[config.mk]
export PLATFORM = sky130hd
export DESIGN_NAME = spi_frame_master
export DESIGN_NICKNAME = d
export VERILOG_FILES = /design/src/rtl/spi_pkg.sv /design/src/rtl/spi_sck_timer.sv /design/src/rtl/spi_frame_master.sv
export SDC_FILE = /design/constraint.sdc
export NUM_CORES = 1
export LEC_CHECK = 0
export CORE_ASPECT_RATIO = 0.75
export CORE_MARGIN = 8
export CORE_UTILIZATION = 55
export CTS_CLUSTER_DIAMETER = 200
export CTS_CLUSTER_SIZE = 8
export DETAILED_ROUTE_END_ITERATION = 10
export GPL_TIMING_DRIVEN = 0
export PLACE_DENSITY_LB_ADDON = 0.2
export RECOVER_POWER = 100
export SLEW_MARGIN = 20
export SYNTH_ARGS = -nofsm -noshare
export SYNTH_HDL_FRONTEND = slang
export SYNTH_SLANG_ARGS = --single-unit
[constraint.sdc]
create_clock -name sys_clock -period 6 [get_ports sys_clock]
set_input_delay 0.9 -clock sys_clock [delete_from_list [all_inputs] [get_ports sys_clock]]
set_output_delay 0.9 -clock sys_clock [all_outputs]
set_load 0.02 [all_outputs]
[src/rtl/spi_pkg.sv]
// Shared types and constants for the SPI frame master and its cycle timer.
package spi_pkg;

    // Frame controller states; SPI clock and chip select are decoded from these.
    typedef enum logic [2:0] {
        ST_IDLE,
        ST_SETUP,
        ST_LOW,
        ST_HIGH,
        ST_WAIT,
        ST_HOLD,
        ST_GAP
    } spi_state_t;

    // Frame framing bytes used by the sprite/draw command link.
    localparam logic [7:0] SPI_CMD_SPRITE = 8'h00;
    localparam logic [7:0] SPI_CMD_DRAW   = 8'h00;
    localparam logic [7:0] SPI_END_BYTE   = 8'h00;

    // A sprite upload carries this many pixel bytes.
    localparam int SPRITE_PIXEL_BYTES = 512;

    // Width of the phase/delay counter.
    localparam int TIMER_W = 16;

    // Converts a cycle-count parameter into a timer load value.
    function automatic logic [TIMER_W-1:0] timer_len(input int cycles);
        return TIMER_W'(cycles);
    endfunction

endpackage

[src/rtl/spi_sck_timer.sv]
// Down-counter that times SCK half-periods and the chip-select setup/hold/idle
// intervals. Loading N makes done true on the N-th cycle after the load.
module spi_sck_timer
    import spi_pkg::*;
(
    input  logic               sys_clock,
    input  logic               sys_reset_n,
    input  logic               load,
    input  logic [TIMER_W-1:0] load_value,
    output logic               done
);

    logic [TIMER_W-1:0] count;

    // Reload on a state change, otherwise count down and rest at zero.
    always_ff @(posedge sys_clock) begin
        if (!sys_reset_n) begin
            count <= '0;
        end else if (load) begin
            count <= load_value - TIMER_W'(1);
        end else if (count != '0) begin
            count <= count - TIMER_W'(1);
        end
    end

    assign done = (count == '0);

endmodule

[src/rtl/spi_frame_master.sv]
// SPI master for the sprite/draw command link: takes bytes from a valid/ready
// stream, shifts them out MSB first (SCK idles high, MOSI changes on SCK fall)
// and captures MISO, holding chip select low across a whole frame.
module spi_frame_master
    import spi_pkg::*;
#(
    parameter int CLK_DIV  = 1,
    parameter int CS_SETUP = 1,
    parameter int CS_HOLD  = 1,
    parameter int CS_IDLE  = 2
)
(
    input  logic       sys_clock,
    input  logic       sys_reset_n,
    input  logic [7:0] tx_data,
    input  logic       tx_valid,
    input  logic       tx_last,
    output logic       tx_ready,
    output logic [7:0] rx_data,
    output logic       rx_valid,
    output logic       busy,
    output logic       spi_sck,
    output logic       spi_mosi,
    input  logic       spi_miso,
    output logic       spi_cs
);

    spi_state_t         state;
    spi_state_t         state_next;
    logic [7:0]         shift_reg;
    logic [7:0]         rx_shift;
    logic [7:0]         rx_next;
    logic [2:0]         bit_idx;
    logic               last_q;
    logic               ready_q;
    logic               mosi_q;
    logic               sample_q;
    logic               xfer;
    logic               byte_done;
    logic               timer_load;
    logic [TIMER_W-1:0] timer_value;
    logic               timer_done;

    spi_sck_timer u_timer (
        .sys_clock   (sys_clock),
        .sys_reset_n (sys_reset_n),
        .load        (timer_load),
        .load_value  (timer_value),
        .done        (timer_done)
    );

    assign xfer      = tx_valid && ready_q;
    assign byte_done = (state == ST_HIGH) && timer_done && (bit_idx == 3'd0);
    assign rx_next   = sample_q ? {rx_shift[6:0], spi_miso} : rx_shift;

    assign tx_ready  = ready_q;
    assign busy      = (state != ST_IDLE);
    assign spi_cs    = (state == ST_IDLE) || (state == ST_GAP);
    assign spi_sck   = (state != ST_LOW);
    assign spi_mosi  = (state == ST_LOW) ? shift_reg[7] : mosi_q;

    // State register; reset drops any partial byte and raises chip select at once.
    always_ff @(posedge sys_clock) begin
        if (!sys_reset_n) begin
            state <= ST_IDLE;
        end else begin
            state <= state_next;
        end
    end

    // Next state, plus a timer reload with the length of whichever timed state is entered.
    always_comb begin
        state_next  = state;
        timer_load  = 1'b0;
        timer_value = '0;
        case (state)
            ST_IDLE: begin
                if (xfer) begin
                    state_next  = ST_SETUP;
                    timer_load  = 1'b1;
                    timer_value = timer_len(CS_SETUP);
                end
            end
            ST_SETUP: begin
                if (timer_done) begin
                    state_next  = ST_LOW;
                    timer_load  = 1'b1;
                    timer_value = timer_len(CLK_DIV);
                end
            end
            ST_LOW: begin
                if (timer_done) begin
                    state_next  = ST_HIGH;
                    timer_load  = 1'b1;
                    timer_value = timer_len(CLK_DIV);
                end
            end
            ST_HIGH: begin
                if (timer_done) begin
                    if (bit_idx != 3'd0) begin
                        state_next  = ST_LOW;
                        timer_load  = 1'b1;
                        timer_value = timer_len(CLK_DIV);
                    end else if (last_q) begin
                        state_next  = ST_HOLD;
                        timer_load  = 1'b1;
                        timer_value = timer_len(CS_HOLD);
                    end else begin
                        state_next  = ST_WAIT;
                    end
                end
            end
            ST_WAIT: begin
                if (xfer) begin
                    state_next  = ST_LOW;
                    timer_load  = 1'b1;
                    timer_value = timer_len(CLK_DIV);
                end
            end
            ST_HOLD: begin
                if (timer_done) begin
                    state_next  = ST_GAP;
                    timer_load  = 1'b1;
                    timer_value = timer_len(CS_IDLE);
                end
            end
            ST_GAP: begin
                if (timer_done) begin
                    state_next = ST_IDLE;
                end
            end
            default: begin
                state_next = ST_IDLE;
            end
        endcase
    end

    // Byte datapath: latch on handshake, shift per bit, capture MISO on the first high cycle.
    always_ff @(posedge sys_clock) begin
        if (!sys_reset_n) begin
            shift_reg <= '0;
            rx_shift  <= '0;
            rx_data   <= '0;
            rx_valid  <= 1'b0;
            bit_idx   <= '0;
            last_q    <= 1'b0;
            ready_q   <= 1'b0;
            mosi_q    <= 1'b0;
            sample_q  <= 1'b0;
        end else begin
            ready_q  <= (state_next == ST_IDLE) || (state_next == ST_WAIT);
            sample_q <= (state == ST_LOW) && (state_next == ST_HIGH);
            rx_valid <= byte_done;

            if (xfer) begin
                shift_reg <= tx_data;
                last_q    <= tx_last;
            end else if ((state == ST_HIGH) && timer_done && (bit_idx != 3'd0)) begin
                shift_reg <= {shift_reg[6:0], 1'b0};
            end

            if (((state == ST_SETUP) || (state == ST_WAIT)) && (state_next == ST_LOW)) begin
                bit_idx <= 3'd7;
            end else if ((state == ST_HIGH) && (state_next == ST_LOW)) begin
                bit_idx <= bit_idx - 3'd1;
            end

            if (state == ST_LOW) begin
                mosi_q <= shift_reg[7];
            end

            if (sample_q) begin
                rx_shift <= rx_next;
            end

            if (byte_done) begin
                rx_data <= rx_next;
            end
        end
    end

endmodule
; Word level (Yosys, flattened, before mapping)
; Index checks and enable logic that the tools add are counted.
[word_totals]
regBits = 51
in_bits = 13
word_cells = 78
[op_classes]
addsub = 3
n_eq_ne = 10
mux = 31
reduce_logical = 23
[ops]
columns = operator, count
row1 = $mux W16, 2
row2 = $mux W3, 10
row3 = $mux W8, 3
row4 = $pmux W3 S7, 1
row5 = $logic_not A16 Y1, 1
row6 = $reduce_bool A16 Y1, 1
row7 = $sub A16 B1 Y16 const B, 1
row8 = $eq A3 B2 Y1 const B, 4
row9 = $eq A3 B3 Y1 const B, 4
row10 = $mux W1, 12
row11 = $logic_not A3 Y1, 3
row12 = $pmux W2 S4, 1
row13 = $logic_and A1 B1 Y1, 7
row14 = $reduce_bool A2 Y1, 3
row15 = $reduce_bool A3 Y1, 2
row16 = $reduce_or A2 Y1, 2
row17 = $eq A3 B1 Y1 const B, 1
row18 = $logic_or A1 B1 Y1, 3
row19 = $ne A3 B2 Y1 const B, 1
row20 = $pmux W1 S3, 1
row21 = $reduce_or A3 Y1, 1
row22 = $sub A2 B1 Y3 const B, 1
row23 = $sub A3 B1 Y3 const B, 1
row24 = $mux W2, 1

; Longest topological paths before layout
[depth]
depth_word = 8
depth_mapped = 12
mapped_depth_nobuf = 11

; Cells and area by module
; A second synthesis with hierarchy kept.
[unflattened]
hier_cells = 287
hier_area_um2 = 2602.5
[modules_own_cells]
columns = module, instances, cells_each, area_each_um2
row1 = spi_frame_master, 1, 171, 1555.2
row2 = spi_sck_timer, 1, 116, 1047.3

; Least setup slack after synthesis
; No wires, ideal clock.
[synth_path]
path_kind = input-to-reg
startpoint = input port tx_valid
endpoint = register u_timer.count[10]
arrival_time_ps = 2322
slack_ps = 3613
path_stages = 9
path_buffers = 2
path_cell_list = nor4bb_1 > clkbuf_1 > o22ai_1 > ha_1 > inv_1 > o31ai_1 > clkbuf_1 > a21oi_1 > nor2_1
[synth_between]
elab_chain_len = 5
word_cells_on_any_way = 8
[synth_rtl]
columns = element, line
row1 = from (decl), spi_frame_master.sv:16  ; input logic tx_valid,
row2 = $logic_and A1 B1 Y1 *, spi_frame_master.sv:52  ; assign xfer = tx_valid && ready_q;
row3 = $mux W1, "spi_frame_master.sv:78, spi_frame_master.sv:114"
row4 = $pmux W2 S4, spi_frame_master.sv:76  ; case (state)
row5 = $sub A2 B1 Y3, spi_sck_timer.sv:20  ; count <= load_value - TIMER_W'(1);
row6 = $mux W16, spi_sck_timer.sv:19  ; end else if (load) begin
row7 = to (signal assigned), spi_sck_timer.sv:20
row8 = to (signal assigned), spi_sck_timer.sv:22  ; count <= count - TIMER_W'(1);
row9 = to (decl), spi_sck_timer.sv:13  ; logic [TIMER_W-1:0] count;
; Every way passes the cells marked *; elsewhere a longest branch is shown, timed or not.
; A chain may end at the register's enable or synchronous reset.

; Final worst setup path
[layout_path]
startpoint = register u_timer.count[0]
endpoint = register shift_reg[5]
[layout_between]
elab_chain_len = 4
[layout_rtl]
columns = element, line
row1 = $logic_not A16 Y1, spi_sck_timer.sv:26  ; assign done = (count == '0);
row2 = $logic_and A1 B1 Y1 (2 in series), spi_frame_master.sv:158  ; end else if ((state == ST_HIGH) && timer_done && (bit_idx != 3'd0)) begin
row3 = $reduce_bool A2 Y1 (no source line), n/a
row4 = to (signal assigned), spi_frame_master.sv:156  ; shift_reg <= tx_data;
row5 = to (signal assigned), spi_frame_master.sv:159  ; shift_reg <= {shift_reg[6:0], 1'b0};
row6 = to (decl), spi_frame_master.sv:30  ; logic [7:0] shift_reg;
; No other way between the ends.

==> qor.yml <==
final_layout:
  fillers: 391
  largest_reg_flops: 16
  fin_util_pct: 64.8
  layout-drive-gt1-share_pct: 7.74
  multi_input_area_um2: 1320
  antennaDiodeCount: 0
  regArea_um2: 1020
  layout.nets: 340
  top_register: "u_timer.count"
  syn2layout_area_growth_pct: 15.2
synth:
  synth_top_area_share_pct: 41.1
  syn_area_um2: 2480
  synth-seq-cells: 51
  ys_types: 40
  avgSynthCellArea_um2: 8.59
  yosysSeqAreaShare_pct: 41.1
  yosys-top-cells-area: "dfxtp_1 (41%), a21oi_1 (7.3%), nand2_1 (5.4%), nor2_1 (4.2%), mux2_2 (4.1%)"
  synth_cells: 289
  yosysTopAreaCell: "dfxtp_1"
  ys_warn_count: 0
  synth.net_count: 307
global_routing:
  gr-total-overflow: 0
  grt_pass1_vias: 1939
  grt_pass1_wl_um: 8870
  grt_max_degree: 19
  grt_use_total_pct: 15.9
  antenna_found_initial: 0
sta:
  rsz0062_at_grt: "no"
  fmax_mhz: 272
  drv_slew: 9
  holdWs_ns: 0.455
  finalSetupViolCount: 0
  finalHoldViolCount: 0
  worstMarginPinSlew_ns: 1.65
  fin_crit_sh_pct: 61.2
  max-slew-margin-rel_pct: -11.1
  period_minus_slack_ns: 3.67
  worst_slack_ns: 2.33
  fin_setup_tns_ns: 0
  skew_ns: 0.00648
placement:
  port_buffers: 26
  hpwlAfterDp_um: 3960
  finalWeightedCongestion: 0.814
  post-place-ws_ns: 2.68
drt:
  routed.top_layer: "met4"
  route.detailed.drc: 0
  vias_per_cell: 5.50
  ant_nets: 0
  drt_pass1_iterations: 4
  avgRoutedWirePerCell_um: 14.0
  wirelength_met1_um: 2670
  drt-initial-drc-count: 100
  wl_met2_um: 2250
  dr_wl_met3_um: 334
  drt-total-wl_um: 5300
  via_count: 2089
critical_path:
  arrival_ns: 3.86
  max_stage_delay_ns: 1.46
  path_cells: "inv_1 -> ha_1 -> nor4b_1 -> nand4_1 -> nor4_1 -> mux2i_1 -> a21oi_1"
  crit_slowest_cell: "nor4_1"
  end_kind: "flop"
  start_kind: "flop"
  crit_required_ns: 6.19
  crit_path_max_fanout: 10
  worstSetupPathType: "flop to flop"
outcome:
  status: "finished, violations left"
  violations: "capacitance limit, slew limit"
clock_tree:
  h-tree-depth: 2
  clock_latency_ns: 0.31
  holdBufCountCts: 0
  cts_root_buf: "clkbuf_8"
  cts_sinks: 51
  cts.path.max_buffers: 2
  cts_setup_buffers: 0
  cts_tree: "yes"
  cts_buffers: 5
  clk_pin_slew_worst_paths_ns: 0.10
  cts_resized: 0
die:
  rows: 21
  pin_count: 27
  initial_core_util_pct: 56.3
  chipHeight_um: 74.2
  dieArea_um2: 6940
  coreArea_um2: 4410
  dieWidth_um: 93.6
pwr:
  power_density_nw_per_um2: 408
  ir_drop_mv: 0.245
  p_leak_nw: 1.06
  power.total_mw: 1.17
run:
  max-cap-violations: 1
hold_path:
  hold_class: "flop to flop"
-- synthesized netlist by cell type, drive strengths merged --
master	instances
nor2	28
buf	1
or3	2
nor4bb	1
nand3	6
o221a	3
clkbuf	14
clkinv	1
a21oi	36
mux2	9
o31ai	3
nand4b	3
dfxtp	51
nand4	3
xnor2	10
nand2	36
a21o	1
o221ai	1
nor3	7
nor4	5
o211ai	2
o21ai	16
nor4b	1
nor3b	1
o22ai	2
and4	1
ha	5
mux2i	9
xor2	2
nand2b	2
and3	4
inv	8
nor2b	3
nand3b	2
or4	1
and2	9
-- metrics by stage --
step	instance area, µm²	std cells
6_report	2860	380
5_1_grt	2860	380
4_1_cts	2910	380
3_5_place_dp	2820	372
3_3_place_gp	2820	372
2_1_floorplan	2480	289
-- cell usage in the layout, fill, tap and decap left out, types with 3 or more instances in the layout --
| cell | netlist | final |
|---|---|---|
| o221a_2 | 3 | 3 |
| nor2b_1 | 3 | 3 |
| clkbuf_8 | 0 | 5 |
| and2_0 | 0 | 3 |
| nand3_1 | 6 | 6 |
| nor2_1 | 28 | 28 |
| mux2i_1 | 9 | 9 |
| dfxtp_1 | 51 | 51 |
| clkdlybuf4s50_1 | 0 | 10 |
| nand4b_1 | 3 | 3 |
| and2_1 | 9 | 6 |
| nor4_1 | 2 | 3 |
| nand2_1 | 36 | 36 |
| o21ai_0 | 16 | 16 |
| xnor2_1 | 10 | 10 |
| clkbuf_1 | 14 | 15 |
| a21oi_1 | 36 | 36 |
| nand4_1 | 2 | 3 |
| mux2_2 | 9 | 9 |
| o31ai_1 | 3 | 3 |
| inv_1 | 8 | 8 |
| dlygate4sd3_1 | 0 | 16 |
| nor3_1 | 5 | 6 |
| ha_1 | 5 | 5 |
| and3_1 | 4 | 4 |
-- metal layers --
metal / global-route usage (%) / up-vias
li1: - / 1069
met5: 0 / -
met2: 24.6 / 60
met1: 21.5 / 954
met3: 3.63 / 6
met4: 4.38 / 0
-- power breakdown --
group | total (mW) | switching (mW) | leakage (nW) | internal (mW)
logic | 0.475 | 0.263 | 0.599 | 0.211
clock network | 0.210 | 0.125 | 0.0463 | 0.0858
registers | 0.482 | 0.0764 | 0.416 | 0.406
-- cells by family after synthesis --
family	Yosys count	share of synthesized area (%)
and+or+nand+nor	115	26.2
AOI/OAI and AO/OA	64	14.5
DFF	51	41.1
buffers and inverters	24	3.68
muxes	18	7.71
xor gates and xnor gates	12	4.23
adders and majority gates	5	2.52
-- final timing paths --
kind              slack, ns        startpoint  cells after the start      endpoint
setup reg to reg       2.33  u_timer.count[0]                      7  shift_reg[5]
setup / recovery       2.33  u_timer.count[0]                      7  shift_reg[5]
hold / removal         0.45        rx_data[6]                      2    rx_data[6]
hold reg to reg        0.45        rx_data[6]                      2    rx_data[6]
-- critical path: cells and delay by family (launching register included) --
kind | cells | cell delay [ns]
fa+ha+maj | 1 | 0.15
compound gates | 1 | 0.08
mux | 1 | 0.31
simple gates | 3 | 2.54
flops | 1 | 0.38
buf+inv | 1 | 0.10
-- layout make-up --
type / instances / share of cell area (%)
clock buffers: 5 / 2.41
inverters: 9 / 1.18
flip-flops and latches: 51 / 35.7
plain buffers: 15 / 1.97
clock inverters: 3 / 0.962
repair buffers: 26 / 9.10
multi-input cells: 214 / 46.2
well taps: 57 / 2.49
No activity file was read; power rests on OpenSTA's default activity.
